--- config.mk ---
export PLATFORM = sky130hd
export DESIGN_NAME = ata_pio_seq
export DESIGN_NICKNAME = d
export VERILOG_FILES = /design/src/rtl/ata_pio_seq_pkg.sv /design/src/rtl/ata_pio_seq_ro_cnt.sv /design/src/rtl/ata_pio_seq.sv
export SDC_FILE = /design/constraint.sdc
export NUM_CORES = 1
export LEC_CHECK = 0
export CORE_UTILIZATION = 46
export DETAILED_ROUTE_END_ITERATION = 8
export GPL_TIMING_DRIVEN = 1
export HOLD_SLACK_MARGIN = 0.15
export PLACE_DENSITY = 0.79
export SYNTH_ARGS = -nofsm -noshare
export SYNTH_HDL_FRONTEND = slang
export SYNTH_HIERARCHICAL = 1
export SYNTH_SLANG_ARGS = --single-unit
--- constraint.sdc ---
create_clock -name clk -period 4.8 [get_ports clk]
set_input_delay 0.96 -clock clk [delete_from_list [all_inputs] [get_ports clk]]
set_output_delay 0.96 -clock clk [all_outputs]
set_load 0.01 [all_outputs]
--- src/rtl/ata_pio_seq_pkg.sv ---
// Shared constants for the OCIDEC-1 PIO/DMA access sequencers.
package ata_pio_seq_pkg;

    // Default widths of the timing values and the ATA data bus
    localparam int unsigned DefTwidth = 8;
    localparam int unsigned DefDwidth = 16;

    // Sequencer state encoding, shared with the DMA sequencer
    localparam logic [2:0] StIdle = 3'd0;
    localparam logic [2:0] StT1   = 3'd1;
    localparam logic [2:0] StT2   = 3'd2;
    localparam logic [2:0] StWait = 3'd3;
    localparam logic [2:0] StTeoc = 3'd4;

endpackage

--- src/rtl/ata_pio_seq_ro_cnt.sv ---
// Run-once down-counter: go loads d, then counts to zero and stops.
// done is high for the cycle the count sits at zero, so a load of v gives a
// phase of v+1 cycles.
module ata_pio_seq_ro_cnt #(
    parameter int unsigned SIZE = 8
) (
    input  logic            clk,
    input  logic            nReset,
    input  logic            rst,
    input  logic            cnt_en,
    input  logic            go,
    input  logic [SIZE-1:0] d,
    output logic            done
);

    logic [SIZE-1:0] cnt_q;
    logic            run_q;

    // Load on go, otherwise count down while running and stop at zero
    always_ff @(posedge clk or negedge nReset) begin
        if (!nReset) begin
            cnt_q <= '0;
            run_q <= 1'b0;
        end else if (rst) begin
            cnt_q <= '0;
            run_q <= 1'b0;
        end else if (go) begin
            cnt_q <= d;
            run_q <= 1'b1;
        end else if (cnt_en && run_q) begin
            if (cnt_q == '0) begin
                run_q <= 1'b0;
            end else begin
                cnt_q <= cnt_q - 1'b1;
            end
        end
    end

    assign done = run_q && (cnt_q == '0);

endmodule

--- src/rtl/ata_pio_seq.sv ---
// Single-transfer ATA PIO access sequencer: address setup, strobe (optionally
// stretched by IORDY) and end-of-cycle recovery, timed by a run-once counter.
module ata_pio_seq
    import ata_pio_seq_pkg::*;
#(
    parameter int unsigned TWIDTH = DefTwidth,
    parameter int unsigned DWIDTH = DefDwidth
) (
    input  logic              clk,
    input  logic              rst,
    input  logic              go,
    input  logic              we,
    input  logic [TWIDTH-1:0] t1,
    input  logic [TWIDTH-1:0] t2,
    input  logic [TWIDTH-1:0] teoc,
    input  logic              iordy_en,
    input  logic              iordy,
    input  logic [DWIDTH-1:0] wdat,
    input  logic [DWIDTH-1:0] dd_i,
    output logic              busy,
    output logic              done,
    output logic              dior,
    output logic              diow,
    output logic [DWIDTH-1:0] dd_o,
    output logic              dd_oe,
    output logic [DWIDTH-1:0] rdat
);

    logic [2:0]        state_q, state_d;
    logic              we_q, iordy_en_q;
    logic [TWIDTH-1:0] t2_q, teoc_q;
    logic [DWIDTH-1:0] wdat_q, rdat_q;
    logic              iordy_s1_q, iordy_s2_q;
    logic              dior_q, diow_q, dd_oe_q, done_q;
    logic              accept, capture, strobe_d, we_d;
    logic              cnt_go, cnt_done;
    logic [TWIDTH-1:0] cnt_d;

    // Two-flop IORDY synchronizer; idles ready so reset never stretches
    always_ff @(posedge clk or posedge rst) begin
        if (rst) begin
            iordy_s1_q <= 1'b1;
            iordy_s2_q <= 1'b1;
        end else begin
            iordy_s1_q <= iordy;
            iordy_s2_q <= iordy_s1_q;
        end
    end

    // Phase sequencing and counter load selection
    always_comb begin
        state_d = state_q;
        accept  = 1'b0;
        capture = 1'b0;
        cnt_go  = 1'b0;
        cnt_d   = t2_q;
        case (state_q)
            StIdle: begin
                if (go) begin
                    // t1 is consumed straight from the port at the accepting edge
                    accept  = 1'b1;
                    cnt_go  = 1'b1;
                    cnt_d   = t1;
                    state_d = StT1;
                end
            end
            StT1: begin
                if (cnt_done) begin
                    cnt_go  = 1'b1;
                    cnt_d   = t2_q;
                    state_d = StT2;
                end
            end
            StT2: begin
                if (cnt_done) begin
                    if (iordy_en_q && !iordy_s2_q) begin
                        state_d = StWait;
                    end else begin
                        capture = 1'b1;
                        cnt_go  = 1'b1;
                        cnt_d   = teoc_q;
                        state_d = StTeoc;
                    end
                end
            end
            StWait: begin
                if (iordy_s2_q) begin
                    capture = 1'b1;
                    cnt_go  = 1'b1;
                    cnt_d   = teoc_q;
                    state_d = StTeoc;
                end
            end
            StTeoc: begin
                if (cnt_done) begin
                    state_d = StIdle;
                end
            end
            default: state_d = StIdle;
        endcase
    end

    assign we_d     = accept ? we : we_q;
    assign strobe_d = (state_d == StT2) || (state_d == StWait);

    // State, latched request and registered device-side outputs
    always_ff @(posedge clk or posedge rst) begin
        if (rst) begin
            state_q    <= StIdle;
            we_q       <= 1'b0;
            iordy_en_q <= 1'b0;
            t2_q       <= '0;
            teoc_q     <= '0;
            wdat_q     <= '0;
            rdat_q     <= '0;
            dior_q     <= 1'b0;
            diow_q     <= 1'b0;
            dd_oe_q    <= 1'b0;
            done_q     <= 1'b0;
        end else begin
            state_q <= state_d;
            if (accept) begin
                we_q       <= we;
                iordy_en_q <= iordy_en;
                t2_q       <= t2;
                teoc_q     <= teoc;
                wdat_q     <= wdat;
            end
            // Strobe is still high in the cycle that leaves T2/WAIT
            if (capture && !we_q) begin
                rdat_q <= dd_i;
            end
            dior_q  <= strobe_d && !we_d;
            diow_q  <= strobe_d && we_d;
            dd_oe_q <= (state_d != StIdle) && we_d;
            done_q  <= (state_q == StTeoc) && cnt_done;
        end
    end

    ata_pio_seq_ro_cnt #(
        .SIZE (TWIDTH)
    ) u_cnt (
        .clk    (clk),
        .nReset (~rst),
        .rst    (1'b0),
        .cnt_en (1'b1),
        .go     (cnt_go),
        .d      (cnt_d),
        .done   (cnt_done)
    );

    assign busy  = (state_q != StIdle);
    assign done  = done_q;
    assign dior  = dior_q;
    assign diow  = diow_q;
    assign dd_oe = dd_oe_q;
    assign dd_o  = wdat_q;
    assign rdat  = rdat_q;

endmodule

==> flow_summary.yaml, run 1 <==
power_and_ir_drop:
  p_comb_share_pct: 46.2
  powerDensity_mw_per_mm2: 622
  pwr-share-seq_pct: 38.3
  p_clk_share_pct: 15.4
  p_int_mw: 1.75
  p_leak_nw: 1.80
  total_power_mw: 2.70
  vdd_ir_drop_max_v: 0.000367
  switching_share_pct: 35.3
  switching_power_mw: 0.954
drt:
  vias: 2388
  drt-wirelength-per-cell_um: 16.5
  wl_um: 7110
  postRouteAntennaNets: 0
  drt-pass1-iter-count: 6
  drc: 2
  viasPerCell: 5.54
  initialDrtViolationCount: 137
global_route:
  grt_pass1_wl_um: 12100
  grtUsageTotal_pct: 21.8
  grt_max_degree: 47
  grt-ovfl-total: 0
  first_global_vias: 2517
  antenna_found_initial: 0
final_layout:
  fin_area_mm2: 0.00435
  multi_input_area_mm2: 0.00134
  finalNetCount: 412
  n_antenna_cell: 0
  seq_area_mm2: 0.00170
  fill_cells: 503
  synthToLayoutAreaGrowth_pct: 38.8
  drive_gt1_share_pct: 22.0
die:
  core_mm2: 0.00646
  start_util_pct: 48.5
  rows: 29
  dieArea_mm2: 0.00715
  die_x_um: 84.5
  num_io_pins: 99
  fp.dieH_um: 84.5
yosys:
  synth_seq_cells: 68
  ys_seq_area_share_pct: 54.4
  synth-async-reset-ratio_pct: 100
  synth_edf_count: 0
  synthCells: 245
  yosys_warnings: 6
  synth_cell_types: 52
  synthesis.area_mm2: 0.00313
  synth.avg_cell_area_um2: 12.8
  synth_top_flop_cell: "dfrtp_1"
timing:
  finalClockSkew_ns: 0.00665
  whs_ns: 0.363
  rsz0062_at_grt: "no"
  fmax_ghz: 0.267
  max_slew.worst_pin.slew_ns: 0.978
  setup_tns_ns: 0
  maxSlewHeadroom_pct: 34.5
  period_share_pct: 78.0
  timing.final.ws_setup_ns: 1.05
  hold_viol_final: 0
  period_minus_slack_ns: 3.75
  setup_viol: 0
  drv_slew: 0
clock_tree:
  post_cts_resized: 0
  cts_inserted_buffers: 9
  clock_path_buffers: 2
  post-cts-setup-buffer-count: 0
  cts_tree: "yes"
  ctsHoldBuffers: 0
  clk_pin_slew_ns: 0.07
  worstSkewPairLatency_ns: 0.34
  numClockSinks: 68
  root_buffer: "clkbuf_8"
  h-tree-depth: 3
critical_path:
  path_class: "reg -> reg"
  reg2reg_to: "u_cnt/cnt_q[3]"
  cp-startpoint: "u_cnt/cnt_q[0]"
  r2r_cells: 11
  r2r-start: "u_cnt/cnt_q[0]"
  start_kind: "register"
  endpoint_kind: "register"
  r2r_slack_ns: 1.05
  crit_arrival_ns: 3.97
  worstPathMaxFanout: 13
  crit_path_end: "u_cnt/cnt_q[3]"
  crit_required_ns: 5.02
place:
  placed_cell_area_mm2: 0.00418
  dp_hpwl_um: 5070
  place_ws_ns: 1.13
  gp_congestion: 0.839
  port-buffer-count: 98
flow_run:
  maxCapViolations: 0
status:
  violations: "DRC"
  status: "finished, violations left"
worst_hold_path:
  holdCritPathClass: "reg -> reg"
-- kinds of logic (layout without fill, tap and decap cells) --
group | count (synthesis) | in the layout | share of synthesized area [%]
simple gates | 56 | 56 | 11.7
mux | 50 | 50 | 17.9
flops | 68 | 68 | 54.4
compound gates | 45 | 45 | 11.8
buf+inv | 23 | 127 | 3.51
fa+ha+maj | 1 | 1 | 0.399
other cells | 2 | 7 | 0.240
-- routing by layer --
| layer | track usage (%) | vias to the layer above | share of wire [%] |
|---|---|---|---|
| met5 | 0 | - | 0 |
| met3 | 7.77 | 16 | 9.0 |
| li1 | - | 1112 | - |
| met2 | 33.5 | 95 | 47 |
| met4 | 10.9 | 0 | 2.2 |
| met1 | 27.4 | 1165 | 42 |
-- final cells by class --
type | instances | share of cell area (%)
repair buffers | 101 | 23.1
inverters | 10 | 0.863
well taps | 77 | 2.22
clock inverters | 4 | 0.575
clock buffers | 12 | 3.34
flip-flops and latches | 68 | 39.2
multi-input cells | 159 | 30.8
-- cell usage in the layout (no fill, tap or decap), types with 2 or more instances in the layout --
master / count
buf_4: 3
o211ai_1: 3
nor3_1: 7
or4_1: 2
a21oi_1: 3
conb_1: 7
nand2_1: 4
clkinvlp_4: 2
dfrtp_1: 66
or2_2: 4
nor2b_1: 7
nand2b_1: 2
and2_1: 9
a41oi_1: 2
o21a_1: 2
clkbuf_8: 10
a311oi_1: 2
o21ai_0: 5
clkbuf_1: 2
o21bai_1: 2
a221o_1: 9
clkinv_2: 2
nor4b_4: 2
nor2_1: 8
nand3_1: 3
dfstp_2: 2
and4_1: 2
a211oi_1: 3
inv_1: 8
mux2_2: 49
clkdlybuf4s50_1: 98
-- sequential cells by signal (all words and copies together), names as in the netlist, 3 cells and up --
register / count
dd_o: 16
rdat: 16
t2_q: 8
teoc_q: 8
u_cnt/cnt_q: 8
state_q: 3
-- per-stage QoR --
stage          util, %  cells
6_report          67.3    431
5_1_grt           67.3    431
4_1_cts           67.3    431
3_5_place_dp      64.7    415
3_3_place_gp      64.7    415
2_1_floorplan        -    250
-- cell usage after synthesis (2+ instances only) --
library cell,count,area share (%)
buf_2,7,1.1
dfrtp_1,66,53
a221o_1,9,2.9
o21ai_0,5,0.80
a41oi_1,2,0.56
o211ai_1,3,0.72
nand2b_1,2,0.40
nor4b_4,2,1.5
or2_2,4,0.80
nand3_1,3,0.48
clkbuf_1,3,0.36
conb_1,2,0.24
buf_4,2,0.48
inv_1,9,1.1
o21bai_1,2,0.48
nor2b_1,7,1.4
mux2_2,49,18
a21oi_1,3,0.48
nand2_1,4,0.48
o21a_1,2,0.48
and4_1,2,0.56
or4_1,2,0.48
nor2_1,8,0.96
a311oi_1,2,0.56
and2_1,9,1.8
a211oi_1,3,0.72
dfstp_2,2,1.7
nor3_1,7,1.1
-- power by group through the flow --
stage                     registers (mW)  logic [mW]  clock network, mW
final                               1.04        1.25              0.417
after CTS                           1.03        1.25              0.428
after detailed placement            1.04        1.25                  0
after floorplan                     1.05       0.745                  0
after global placement              1.03        1.22                  0
after global routing                1.08        1.36              0.452
-- critical path, stage by stage (launching register included) --
cell and delay, ns:
dfrtp_1 0.43, inv_1 0.09, ha_1 0.20, or4b_1 0.63, nor3_1 0.50, nor2_1 0.21, nor3b_2 0.21, buf_4 0.19
a311o_1 0.41, clkinv_1 0.38, o221ai_1 0.30, a211oi_1 0.07
-- worst min path at each step --
| stage | from | to | cells after the start |
|---|---|---|---|
| 2_1_floorplan | iordy_s1_q | iordy_s2_q | 0 |
| 5_1_grt | iordy_s1_q | iordy_s2_q | 0 |
| 3_3_place_gp | iordy_s1_q | iordy_s2_q | 0 |
| 6_report | iordy_s1_q | iordy_s2_q | 0 |
| 3_5_place_dp | iordy_s1_q | iordy_s2_q | 0 |
| 4_1_cts | iordy_s1_q | iordy_s2_q | 0 |
Power figures use the tool's default switching activity.
==> run 2, diff against run 1 <==
--- a/config.mk
+++ b/config.mk
@@ -5,11 +5,11 @@
 export SDC_FILE = /design/constraint.sdc
 export NUM_CORES = 1
 export LEC_CHECK = 0
-export CORE_UTILIZATION = 46
+export CORE_UTILIZATION = 42
 export DETAILED_ROUTE_END_ITERATION = 8
 export GPL_TIMING_DRIVEN = 1
 export HOLD_SLACK_MARGIN = 0.15
-export PLACE_DENSITY = 0.79
+export PLACE_DENSITY = 0.76
 export SYNTH_ARGS = -nofsm -noshare
 export SYNTH_HDL_FRONTEND = slang
 export SYNTH_HIERARCHICAL = 1
==> constraint.sdc (replaced) <==
create_clock -name clk -period 3 [get_ports clk]
set_input_delay 0.6 -clock clk [delete_from_list [all_inputs] [get_ports clk]]
set_output_delay 0.6 -clock clk [all_outputs]
set_load 0.01 [all_outputs]
==> flow_summary.yaml, run 2 (synthesis gave the netlist of run 1 again) <==
critical_path:
  path_class: "reg -> reg"
  r2r_cells: 10
  crit_chain: "inv_1 -> ha_1 -> or4b_1 -> nor3_2 -> buf_4 -> nor2b_1 -> a311o_2 -> or2_2 -> a41oi_1 -> a2111oi_0"
  endpoint_kind: "register"
  worstPathMaxFanout: 13
  crit_slowest_cell: "or4b_1"
  start_kind: "register"
  critPathMaxStageDelay_ns: 0.49
  crit_arrival_ns: 3.03
  crit_required_ns: 3.21
clock_tree:
  ctsHoldBuffers: 0
  numClockSinks: 68
  worstSkewPairLatency_ns: 0.34
  cts_inserted_buffers: 9
  clk_pin_slew_ns: 0.07
  clock_path_buffers: 2
  cts_tree: "yes"
  h-tree-depth: 3
  root_buffer: "clkbuf_8"
timing:
  fmax_ghz: 0.355
  finalClockSkew_ns: 0.00948
  drv_slew: 0
  max_slew.worst_pin.slew_ns: 0.642
  whs_ns: 0.356
  rsz0062_at_grt: "no"
  maxSlewHeadroom_pct: 56.9
  setup_tns_ns: 0
  setup_viol: 0
  period_minus_slack_ns: 2.82
  hold_viol_final: 0
  period_share_pct: 94.0
drt:
  initialDrtViolationCount: 205
  wl_um: 7310
  postRouteAntennaNets: 0
  drt-wirelength-per-cell_um: 16.0
  vias: 2417
  drc: 0
  viasPerCell: 5.29
  drt-pass1-iter-count: 4
power_and_ir_drop:
  p_leak_nw: 1.86
  vdd_ir_drop_max_v: 0.000512
  total_power_mw: 4.60
  powerDensity_mw_per_mm2: 1020
die:
  rows: 31
  fp.dieH_um: 88.4
  dieArea_mm2: 0.00781
  core_mm2: 0.00721
  num_io_pins: 99
  die_x_um: 88.4
  start_util_pct: 43.4
final_layout:
  finalNetCount: 416
  drive_gt1_share_pct: 24.3
  layout_common_cells: "98 x clkdlybuf4s50_1, 66 x dfrtp_1, 49 x mux2_2"
  final_core_util_pct: 62.3
  fill_cells: 571
  n_antenna_cell: 0
  synthToLayoutAreaGrowth_pct: 43.6
  final_common_cell: "clkdlybuf4s50_1"
global_route:
  grtUsageTotal_pct: 20.4
  first_global_vias: 2479
  grt-ovfl-total: 0
  grt_max_degree: 61
  antenna_found_initial: 0
  grt_pass1_wl_um: 12100
status:
  status: "finished clean"
place:
  gp_congestion: 0.950
  dp_hpwl_um: 5140
  port-buffer-count: 98
flow_run:
  maxCapViolations: 0
worst_hold_path:
  holdCritPathClass: "reg -> reg"
  hold_path_depth: 0
run 2: changes by cell type in the layout (fill, tap and decap cells not counted), sizes merged:
cell / before / now
bufinv: 0 / 2
clkinv: 3 / 2
clkbuf: 12 / 11
buf: 3 / 7
run 2: area by class of cell:
| class | instances | area, um2 | area share, % |
|---|---|---|---|
| flip-flops and latches | 68 | 1700 | 37.9 |
| multi-input cells | 159 | 1350 | 30.0 |
| repair buffers | 105 | 1050 | 23.3 |
| clock buffers | 11 | 151 | 3.37 |
| well taps | 99 | 124 | 2.75 |
| clock inverters | 5 | 83.8 | 1.86 |
| inverters | 10 | 38.8 | 0.862 |
run 2: path summary, 6_finish.rpt:
kind / slack (ns) / to / startpoint
max: 0.18 / u_cnt/cnt_q[7] / u_cnt/cnt_q[0]
min: 0.36 / iordy_s2_q / iordy_s1_q
max reg2reg: 0.18 / u_cnt/cnt_q[7] / u_cnt/cnt_q[0]
min reg2reg: 0.36 / iordy_s2_q / iordy_s1_q
max in group asynchronous: 1.90 / iordy_s2_q / rst
min in group asynchronous: 0.48 / dd_o[4] / rst
run 2: worst max-delay path: cells and delay by family, from the launching register on:
family,cells,cell delay (ns)
simple gates,4,1.06
fa+ha+maj,1,0.20
buf+inv,2,0.26
flops,1,0.43
compound gates,3,0.74
run 2: through the flow:
step	setup WS, ns	instance area [um2]	cells
3_5_place_dp	-0.00245	4260	441
6_report	0.180	4500	457
5_1_grt	0.0273	4500	457
3_3_place_gp	0.197	4260	441
2_1_floorplan	0.0620	3170	250
4_1_cts	0.0167	4500	457
run 2: timing repair:
action,4_1_cts,5_1_grt
endpoints found under the setup margin,0,9
buffers inserted,0,0
gates resized for setup,0,1
run 2: power breakdown:
group | leakage [nW] | switching, mW | internal [mW] | total, mW
clock network | 0.112 | 0.355 | 0.515 | 0.870
logic | 0.908 | 0.895 | 1.17 | 2.07
registers | 0.840 | 0.311 | 1.35 | 1.66
total | 1.86 | 1.56 | 3.04 | 4.60
run 2: layer usage:
metal	share of wire, %	routed length [um]	global-route usage, %
met1	42	3070	26.9
met3	8.5	624	6.34
met2	48	3510	30.8
met5	0	0	0
met4	1.5	109	9.53
